--- config.mk ---
export PLATFORM = sky130hd
export DESIGN_NAME = instr_fetch_unit
export DESIGN_NICKNAME = d
export VERILOG_FILES = /design/src/rtl/cpu_pkg.sv /design/src/rtl/fetch_pc_reg.sv /design/src/rtl/instr_fetch_unit.sv
export SDC_FILE = /design/constraint.sdc
export NUM_CORES = 1
export LEC_CHECK = 0
export CORE_MARGIN = 2
export CORE_UTILIZATION = 40
export CTS_CLUSTER_DIAMETER = 30
export CTS_CLUSTER_SIZE = 16
export DETAILED_ROUTE_END_ITERATION = 8
export GPL_TIMING_DRIVEN = 0
export PLACE_DENSITY_LB_ADDON = 0.05
export SETUP_SLACK_MARGIN = 0.5
export SLEW_MARGIN = 5
export SYNTH_ARGS = -nofsm -noshare
export SYNTH_HDL_FRONTEND = slang
export SYNTH_SLANG_ARGS = --single-unit
--- constraint.sdc ---
create_clock -name clock -period 2.09 [get_ports clock]
set_input_delay 0.3135 -clock clock [delete_from_list [all_inputs] [get_ports clock]]
set_output_delay 0.3135 -clock clock [all_outputs]
set_load 0.05 [all_outputs]
--- src/rtl/cpu_pkg.sv ---
// ============================================================================
// Module      : cpu_pkg
// Description : Shared CPU types and constants: fetch FSM encoding, opcode
//               field position and default fetch-unit reset/step values.
// Revision    : 1.0 - initial release
// ============================================================================
`default_nettype none

package cpu_pkg;

  typedef enum logic [1:0] {
    IDLE  = 2'd0,
    FETCH = 2'd1,
    HOLD  = 2'd2
  } fetch_state_t;

  localparam int          OPCODE_MSB   = 31;
  localparam int          OPCODE_LSB   = 26;
  localparam logic [31:0] DEF_RESET_PC = 32'h0000_0000;
  localparam int          DEF_PC_STEP  = 4;

  function automatic logic [OPCODE_MSB-OPCODE_LSB:0] opcode_of(input logic [31:0] instr);
    return instr[OPCODE_MSB:OPCODE_LSB];
  endfunction

endpackage

`default_nettype wire

--- src/rtl/fetch_pc_reg.sv ---
// ============================================================================
// Module      : fetch_pc_reg
// Description : Program counter register with sequential-step and target load.
// Revision    : 1.0 - initial release
// ============================================================================
`default_nettype none

module fetch_pc_reg #(
  parameter int                ADDR_W   = 32,
  parameter logic [ADDR_W-1:0] RESET_PC = '0,
  parameter int                PC_STEP  = 4
) (
  input  logic              clock,
  input  logic              reset,
  input  logic              load_seq,
  input  logic              load_target,
  input  logic [ADDR_W-1:0] target,
  output logic [ADDR_W-1:0] pc,
  output logic [ADDR_W-1:0] pc_next_seq
);

  localparam logic [ADDR_W-1:0] c_step = ADDR_W'(PC_STEP);

  logic [ADDR_W-1:0] r_pc;

  // A target load always overrides the sequential step.
  always_ff @(posedge clock) begin
    if (reset) begin
      r_pc <= RESET_PC;
    end else if (load_target) begin
      r_pc <= target;
    end else if (load_seq) begin
      r_pc <= r_pc + c_step;
    end
  end

  assign pc          = r_pc;
  assign pc_next_seq = r_pc + c_step;

endmodule

`default_nettype wire

--- src/rtl/instr_fetch_unit.sv ---
// ============================================================================
// Module      : instr_fetch_unit
// Description : Multicycle fetch stage: PC, memory read, IR latch, redirects.
//               Optional IFU_PERF_CNT_EN adds perf_fetched / perf_stall.
// Revision    : 1.0 - initial release
// ============================================================================
`default_nettype none

module instr_fetch_unit
  import cpu_pkg::*;
#(
  parameter int                ADDR_W   = 32,
  parameter logic [ADDR_W-1:0] RESET_PC = ADDR_W'(DEF_RESET_PC),
  parameter int                PC_STEP  = DEF_PC_STEP
) (
  input  logic              clock,
  input  logic              reset,
  output logic              mem_req,
  output logic [ADDR_W-1:0] mem_addr,
  input  logic [31:0]       mem_rdata,
  input  logic              mem_ready,
  output logic [31:0]       ir,
  output logic              ir_valid,
  input  logic              ir_accept,
  input  logic              redirect_valid,
  input  logic [ADDR_W-1:0] redirect_target,
  output logic [ADDR_W-1:0] pc,
`ifdef IFU_PERF_CNT_EN
  output logic [31:0]       perf_fetched,
  output logic [31:0]       perf_stall,
`endif
  output logic [ADDR_W-1:0] pc_next_seq
);

  fetch_state_t      r_state;
  fetch_state_t      w_state_next;
  logic [31:0]       r_ir;
  logic              r_ir_valid;
  logic              r_squash;
  logic [ADDR_W-1:0] r_pend_target;

  logic              w_load_seq;
  logic              w_load_target;
  logic [ADDR_W-1:0] w_target;
  logic              w_ir_load;
  logic              w_ir_clr;
  logic              w_squash_set;
  logic              w_squash_clr;

  fetch_pc_reg #(
    .ADDR_W   (ADDR_W),
    .RESET_PC (RESET_PC),
    .PC_STEP  (PC_STEP)
  ) u_pc_reg (
    .clock       (clock),
    .reset       (reset),
    .load_seq    (w_load_seq),
    .load_target (w_load_target),
    .target      (w_target),
    .pc          (pc),
    .pc_next_seq (pc_next_seq)
  );

  always_ff @(posedge clock) begin
    if (reset) begin
      r_state <= IDLE;
    end else begin
      r_state <= w_state_next;
    end
  end

  always_comb begin
    w_state_next  = r_state;
    w_load_seq    = 1'b0;
    w_load_target = 1'b0;
    w_target      = redirect_target;
    w_ir_load     = 1'b0;
    w_ir_clr      = 1'b0;
    w_squash_set  = 1'b0;
    w_squash_clr  = 1'b0;
    case (r_state)
      IDLE: begin
        w_state_next = FETCH;
      end
      FETCH: begin
        if (mem_ready) begin
          // A redirect pending or arriving now makes the returned word stale.
          if (r_squash || redirect_valid) begin
            w_load_target = 1'b1;
            w_squash_clr  = 1'b1;
            if (!redirect_valid) begin
              w_target = r_pend_target;
            end
          end else begin
            w_ir_load    = 1'b1;
            w_state_next = HOLD;
          end
        end else if (redirect_valid) begin
          w_squash_set = 1'b1;
        end
      end
      HOLD: begin
        if (redirect_valid) begin
          w_load_target = 1'b1;
          w_ir_clr      = 1'b1;
          w_state_next  = FETCH;
        end else if (ir_accept) begin
          w_load_seq    = 1'b1;
          w_ir_clr      = 1'b1;
          w_state_next  = FETCH;
        end
      end
      default: begin
        w_state_next = IDLE;
      end
    endcase
  end

  always_ff @(posedge clock) begin
    if (reset) begin
      r_ir          <= 32'h0;
      r_ir_valid    <= 1'b0;
      r_squash      <= 1'b0;
      r_pend_target <= '0;
    end else begin
      if (w_ir_load) begin
        r_ir       <= mem_rdata;
        r_ir_valid <= 1'b1;
      end else if (w_ir_clr) begin
        r_ir_valid <= 1'b0;
      end
      if (w_squash_set) begin
        r_squash      <= 1'b1;
        r_pend_target <= redirect_target;
      end else if (w_squash_clr) begin
        r_squash      <= 1'b0;
      end
    end
  end

  assign mem_req  = (r_state == FETCH);
  assign mem_addr = pc;
  assign ir       = r_ir;
  assign ir_valid = r_ir_valid;

`ifdef IFU_PERF_CNT_EN
  logic [31:0] r_perf_fetched;
  logic [31:0] r_perf_stall;

  always_ff @(posedge clock) begin
    if (reset) begin
      r_perf_fetched <= 32'h0;
      r_perf_stall   <= 32'h0;
    end else begin
      if (w_ir_load) begin
        r_perf_fetched <= r_perf_fetched + 32'd1;
      end
      if ((r_state == FETCH) && !mem_ready) begin
        r_perf_stall <= r_perf_stall + 32'd1;
      end
    end
  end

  assign perf_fetched = r_perf_fetched;
  assign perf_stall   = r_perf_stall;
`endif

endmodule

`default_nettype wire
==> results of run 1 <==
[per-layer routing]
metal / vias up / share of wire
li1: 2813 / -
met1: 2882 / 0.37
met2: 309 / 0.51
met3: 67 / 0.076
met4: 0 / 0.036
met5: - / 0
[what timing repair did]
action	CTS	global route
pin swaps	55	57
endpoints found under the hold margin	0	0
cloned	5	1
gates resized for setup	608	120
endpoints found under the setup margin	223	143
buffers inserted	65	31
[cells in the final DEF, fill, tap and decap left out, drive strengths merged, types with 2 or more instances in the layout]
cell type	synthesis	layout
o21ai	4	4
clkinvlp	0	2
xor2	29	29
clkdlybuf4s50	0	67
a21oi	86	86
and3	9	9
nor4	8	8
mux2	3	3
clkdlybuf4s15	0	33
xnor2	25	25
inv	4	3
ha	4	4
and4	3	3
nand4b	2	2
or3	5	5
a211oi	13	13
mux2i	29	29
clkbuf	36	40
or2	2	2
and2	3	3
clkinv	0	2
clkdlybuf4s18	0	2
nor3	12	12
nor2	28	28
nand2	155	155
dlygate4sd2	0	38
nand3	13	13
a21o	18	18
buf	45	212
dfxtp	100	100
nand4	11	11
[power by group]
group / total (mW) / switching, mW / internal [mW]
clock: 1.85 / 0.741 / 1.11
sequential: 2.50 / 0.326 / 2.17
combinational: 4.31 / 2.57 / 1.75
total: 8.66 / 3.63 / 5.02
[kinds of logic (layout without fill, tap and decap cells)]
logic type | after synthesis | count (layout) | share of synthesized area
muxes | 32 | 32 | 0.0624
buffers and inverters | 85 | 400 | 0.0891
and+or+nand+nor | 255 | 255 | 0.223
adders and majority gates | 4 | 4 | 0.00963
AOI/OAI and AO/OA | 126 | 126 | 0.139
xor gates and xnor gates | 54 | 54 | 0.0910
DFF | 100 | 100 | 0.385
[tightest hold or removal path, cell delays in order (launching register included)]
cell and delay (ns):
dfxtp_1 0.31, nand2_1 0.05, a21oi_1 0.05
[stage by stage]
stage | utilization | power (mW) | cells | setup slack (ns) | hold WS [ns]
floorplan | - | 4.99 | 656 | -0.276 | 0.414
finish | 0.809 | 8.66 | 1143 | -0.600 | 0.450
global placement | 0.646 | 6.06 | 1025 | -1.01 | 0.441
CTS | 0.765 | 8.36 | 1111 | -0.510 | 0.453
global route | 0.809 | 8.97 | 1143 | -0.675 | 0.466
detailed placement | 0.646 | 6.12 | 1025 | -0.993 | 0.446
[worst max-delay path by stage]
stage	endpoint	startpoint	slack, ns
6_report	pc_next_seq[23]	u_pc_reg.pc[11]	-0.60
5_1_grt	pc_next_seq[23]	u_pc_reg.pc[9]	-0.68
4_1_cts	pc_next_seq[23]	u_pc_reg.pc[11]	-0.51
3_5_place_dp	pc_next_seq[30]	u_pc_reg.pc[11]	-0.99
3_3_place_gp	pc_next_seq[30]	u_pc_reg.pc[11]	-1.01
2_1_floorplan	pc_next_seq[24]	u_pc_reg.pc[9]	-0.28
[sequential cells by signal (all words and copies together) (netlist names)]
signal / flops
ir: 32
ir_valid: 1
r_pend_target: 32
r_squash: 1
r_state: 2
u_pc_reg.pc: 32
[final cells by class]
cell class              instances  area [µm²]
repair buffers                299        2920
multi-input cells             471        3880
flip-flops and latches        100        2090
clock inverters                 4        51.3
well taps                     172         215
inverters                       4        23.8
plain buffers                  81         769
clock buffers                  12         289
fillers                       779        2430
[synthesized netlist by cell type (2+ instances only)]
cell type | n | share of area
inv_1 | 4 | 0.0029
nand4b_1 | 2 | 0.0034
ha_1 | 4 | 0.0096
xnor2_1 | 25 | 0.042
nor3_1 | 12 | 0.012
nand2_1 | 155 | 0.11
a21o_1 | 18 | 0.026
clkbuf_1 | 36 | 0.026
dfxtp_1 | 100 | 0.39
and2_1 | 3 | 0.0036
nor2_1 | 27 | 0.020
buf_2 | 10 | 0.0096
buf_4 | 35 | 0.051
nand4_1 | 11 | 0.013
mux2_2 | 3 | 0.0065
nor4_2 | 2 | 0.0048
or3_1 | 4 | 0.0048
mux2i_1 | 29 | 0.056
or2_2 | 2 | 0.0024
and3_1 | 9 | 0.011
and4_1 | 3 | 0.0051
o21ai_0 | 4 | 0.0039
nor4_1 | 6 | 0.0072
xor2_1 | 29 | 0.049
a211oi_1 | 13 | 0.019
nand3_1 | 12 | 0.012
a21oi_1 | 86 | 0.083
==> impl_metrics.py, run 1 <==
metrics = {
    "yosys": {
        "synth-seq-cells": 100,
        "syn_nets": 729,
        "synth_edf_count": 0,
        "ys_types": 39,
        "syn_inst": 656,
        "synth.avg_cell_area_um2": 7.92,
        "synth-async-reset-ratio": 0,
        "synthFlopType": "dfxtp_1",
        "syn-cell-area_um2": 5200,
        "yosys_warnings": 0,
        "ys_seq_area_frac": 0.385,
    },
    "critical_path": {
        "max_stage_delay_ns": 0.60,
        "path_class": "flip-flop to output pin",
        "slowest_stage": "or4_4",
        "critPathBufInv": 2,
        "cp.depth": 7,
        "r2r_setup_slack_ns": -0.37,
        "reg2reg_depth": 14,
        "cpLargestDelayFamily": "simple AND/OR/NAND/NOR gates",
        "worstSetupStartpointType": "flip-flop",
        "path_cells": "buf_6 -> nand4_1 -> or4_4 -> nor2_4 -> and3_4 -> xor2_4 -> buf_6",
        "arrival_ns": 2.38,
        "r2r-start": "u_pc_reg.pc[9]",
        "cp_common_cell": "buf_6",
        "crit_fanout": 6,
        "worstReg2RegEnd": "u_pc_reg.pc[28]",
        "crit_path_end_kind": "output pin",
        "required_ns": 1.78,
    },
    "grt": {
        "use_met3": 0.0698,
        "grt_pass1_vias": 5815,
        "grt_busiest_layer": "met2",
        "met2_usage": 0.473,
        "antenna_found_initial": 0,
        "grt_first_pass_wirelength_mm": 29.4,
        "grt_use_met1": 0.296,
        "grt_usage": 0.261,
        "grt_overflow_total": 0,
        "grt_max_degree": 17,
    },
    "place": {
        "gp_congestion": 0.888,
        "portBuffers": 197,
        "place_area_um2": 8190,
        "dpl.hpwl_mm": 12.4,
    },
    "clock_tree": {
        "hold_buffers": 0,
        "cts.sinks": 100,
        "clk_latency_ns": 0.34,
        "cts_max_level": 3,
        "cts-root-buf": "clkbuf_16",
        "cts_tree": "yes",
        "cts_buffers": 9,
        "cts.clk_slew.worst_paths_ns": 0.07,
        "clock_path_buffers": 2,
    },
    "detailed_routing": {
        "first_pass_iters": 6,
        "ant_nets": 0,
        "wirelength_mm": 20.9,
        "drt_iter0_drc": 311,
        "via_per_inst": 5.31,
        "vias": 6071,
        "drc": 0,
        "wl_per_cell_um": 18.3,
    },
    "timing": {
        "rsz0062_at_grt": "yes",
        "final_hold_viol_count": 0,
        "worst_pin_slew_ns": 0.722,
        "setup_violations": 33,
        "maxSlewHeadroom": 0.519,
        "skew_ns": 0.00971,
        "fmax_mhz": 372,
        "period_share": 1.29,
        "setup_ws_ns": -0.600,
        "drv_slew": 0,
        "min_period_ns": 2.69,
        "fin_tns_setup_ns": -10.28,
    },
    "cells_and_area": {
        "fin_area_um2": 10200,
        "antennaDiodeCount": 0,
        "syn_to_final_growth_pct": 97.2,
        "final_nets": 1039,
        "layout-drive-gt1-share": 0.465,
    },
    "floorplan": {
        "die_area_um2": 13900,
        "dieWidth_um": 118,
        "top_level_ports": 199,
        "core_area_um2": 12700,
        "start_util": 0.410,
        "die_h_um": 118,
        "fp-row-count": 41,
    },
    "pwr": {
        "p_leak_nw": 4.58,
        "peakVddDrop_v": 0.000637,
        "pwr_density_cell_nw_per_um2": 845,
    },
    "worst_hold_path": {
        "hold_class": "flip-flop to flip-flop",
        "worst_hold_path.endpoint": "ir[18]",
        "holdPathStages": 2,
        "min-delay-start": "ir[18]",
    },
    "outcome": {
        "outcome": "complete, but fails checks",
        "failed_checks": "setup timing",
    },
    "job": {
        "drv_cap": 0,
    },
}
(Power assumes the default switching activity.)
==> run 2: changes to the inputs <==
--- a/config.mk
+++ b/config.mk
@@ -5,8 +5,9 @@
 export SDC_FILE = /design/constraint.sdc
 export NUM_CORES = 1
 export LEC_CHECK = 0
+export ABC_AREA = 1
 export CORE_MARGIN = 2
-export CORE_UTILIZATION = 40
+export CORE_UTILIZATION = 41
 export CTS_CLUSTER_DIAMETER = 30
 export CTS_CLUSTER_SIZE = 16
 export DETAILED_ROUTE_END_ITERATION = 8
==> run 2 against run 1 <==
  * The flow still finishes with violations (setup timing)
  * Cell count is 10% higher
  * Critical endpoint is now pc_next_seq[24]
  * Non-clock buffer count is 14 lower
  * Final area is 1.9% lower
  * Register-to-register slack better by 0.67 ns
  * Largest power group unchanged
  * Die area hardly changed
  * Critical path type unchanged
==> impl_metrics.py, run 2 <==
metrics = {
    "outcome": {
        "outcome": "complete, but fails checks",
        "failed_checks": "setup timing",
    },
    "place": {
        "place_area_um2": 7910,
        "dpl.hpwl_mm": 13.2,
        "portBuffers": 197,
        "gp_congestion": 0.907,
        "dp_slack_ns": -0.555,
    },
    "detailed_routing": {
        "vias": 6673,
        "highest_layer": "met4",
        "routed-wl-met3_mm": 2.19,
        "wl_met1_mm": 8.56,
        "ant_nets": 0,
        "wl_per_cell_um": 17.7,
        "wirelength_mm": 22.4,
        "drt_iter0_drc": 630,
        "drc": 0,
        "routed-wl-met2_mm": 10.8,
        "first_pass_iters": 8,
        "via_per_inst": 5.28,
    },
    "critical_path": {
        "critPathBufInv": 1,
        "slowest_stage": "dfxtp_4",
        "arrival_ns": 1.91,
        "cpLargestDelayFamily": "simple AND/OR/NAND/NOR gates",
        "path_class": "flip-flop to output pin",
        "required_ns": 1.78,
        "crit_start": "u_pc_reg.pc[9]",
        "max_stage_delay_ns": 0.40,
        "crit_path_end_kind": "output pin",
        "path_cells": "nand2_1 -> nor2_1 -> nand2_1 -> nor2_1 -> nand3b_1 -> nand2_4 -> buf_8",
        "crit_fanout": 6,
        "worstSetupStartpointType": "flip-flop",
        "r2r-start": "u_pc_reg.pc[9]",
    },
    "cells_and_area": {
        "syn_to_final_growth_pct": 88.7,
        "multi_input_area_um2": 3730,
        "layout-drive-gt1-share": 0.445,
        "layout_common_cells": "nand2_1, nor2_1, buf_4",
        "area.sequential_um2": 2100,
        "final_nets": 1159,
        "layout_commonest_cell": "nand2_1",
        "fin_area_um2": 10100,
        "antennaDiodeCount": 0,
        "fillers": 835,
    },
    "yosys": {
        "synth-seq-cells": 100,
        "yosys-top-cells-count": "nand2_1, nor2_1, o21ai_0, dfxtp_1, a21oi_1",
        "synth.top_cell.area_share": 0.376,
        "synth-async-reset-ratio": 0,
        "yosysMostFrequentCell": "nand2_1",
        "syn_nets": 856,
        "ys_seq_area_frac": 0.376,
        "yosys_warnings": 0,
        "synth_area_leaders": "dfxtp_1, nand2_1, o21ai_0",
        "synth_edf_count": 0,
        "synthFlopType": "dfxtp_1",
        "yosysTopAreaCell": "dfxtp_1",
        "ys_types": 32,
        "syn_inst": 783,
        "syn-cell-area_um2": 5330,
        "synth.avg_cell_area_um2": 6.80,
    },
    "timing": {
        "skew_ns": 0.00737,
        "rsz0062_at_grt": "yes",
        "whs_ns": 0.427,
        "drv_slew": 0,
        "maxSlewHeadroom": 0.611,
        "final_hold_viol_count": 0,
        "worst_pin_slew_ns": 0.584,
        "setup_violations": 16,
        "fmax_mhz": 450,
        "min_period_ns": 2.22,
        "setup_ws_ns": -0.131,
        "fin_tns_setup_ns": -1.22,
        "period_share": 1.06,
    },
    "clock_tree": {
        "cts.sinks": 100,
        "cts_max_level": 3,
        "cts_tree": "yes",
        "clock_path_buffers": 2,
        "clk_latency_ns": 0.36,
        "cts-root-buf": "clkbuf_16",
        "cts.clk_slew.worst_paths_ns": 0.08,
        "cts_buffers": 9,
    },
    "grt": {
        "grt_overflow_total": 0,
        "grt_usage": 0.259,
        "grt_pass1_vias": 5666,
        "antenna_found_initial": 0,
        "grt_max_degree": 18,
        "grt_first_pass_wirelength_mm": 29.0,
    },
    "pwr": {
        "pwr_density_cell_nw_per_um2": 1030,
        "p_leak_nw": 4.39,
        "peakVddDrop_v": 0.000550,
    },
    "floorplan": {
        "start_util": 0.420,
        "fp-row-count": 41,
        "dieWidth_um": 118,
        "top_level_ports": 199,
        "die_h_um": 118,
        "die_area_um2": 13900,
        "core_area_um2": 12700,
    },
    "worst_hold_path": {
        "hold_class": "input port to flip-flop",
        "min-delay-start": "reset",
    },
    "job": {
        "drv_cap": 0,
    },
}
run 2: changes by cell type in the layout (fill, tap and decap cells not counted), sizes merged, moves of 16 or more:
| cell | delta |
|---|---|
| o21ai | +107 |
| nor2 | +106 |
| inv | +53 |
| mux2i | -29 |
| buf | -28 |
| xnor2 | -21 |
| xor2 | -18 |
| a21o | -17 |
| clkdlybuf4s15 | +16 |
run 2: cells by family (layout without fill, tap and decap cells):
group / after synthesis / in the layout / share of synthesized area
compound gates: 194 / 194 / 0.186
xor+xnor: 15 / 15 / 0.0303
fa+ha+maj: 4 / 4 / 0.00939
buf+inv: 129 / 437 / 0.121
flops: 100 / 100 / 0.376
simple gates: 341 / 341 / 0.277
run 2: worst register-to-register path: stages (launching register included):
cell	delay, ns
dfxtp_4	0.40
nand2_1	0.17
nor2_1	0.29
nand2_1	0.10
nor2_1	0.17
nand3b_1	0.16
nand2_4	0.12
buf_4	0.12
nand2_1	0.05
a21oi_1	0.14
run 2: per-layer routing:
metal  vias to the layer above  GRT usage
met3                        81     0.0727
met2                       401      0.424
met4                         0      0.105
met5                         -          0
li1                       3103          -
met1                      3088      0.321
run 2: worst paths after layout:
check	to	slack, ns	depth (start not counted)
max	pc_next_seq[24]	-0.13	7
min	u_pc_reg.pc[9]	0.43	2
max reg2reg	u_pc_reg.pc[24]	0.30	9
min reg2reg	r_pend_target[15]	0.45	2
run 2: final cells by class:
class | instances | share of cell area
inverters | 55 | 0.0227
plain buffers | 74 | 0.0594
clock inverters | 7 | 0.00498
flip-flops and latches | 100 | 0.209
repair buffers | 292 | 0.289
clock buffers | 9 | 0.0224
well taps | 172 | 0.0214
multi-input cells | 554 | 0.371
run 2: repair_timing:
item,4_1_cts,5_1_grt
setup buffers,26,64
resized for setup,538,256
setup endpoints to repair,208,145
pin swaps,23,71
hold buffers,0,0
cloned,1,4
run 2: metrics by stage:
stage          utilization  power [mW]  cells
2_1_floorplan            -        5.91    783
3_3_place_gp         0.624        7.41   1152
3_5_place_dp         0.624        7.44   1152
4_1_cts              0.691        9.30   1195
5_1_grt              0.793        10.7   1263
6_report             0.793        10.4   1263
run 2: where the power goes:
part	total (mW)	internal (mW)	switching (mW)
registers	2.70	2.32	0.382
logic	6.05	2.33	3.72
clock network	1.63	0.816	0.814
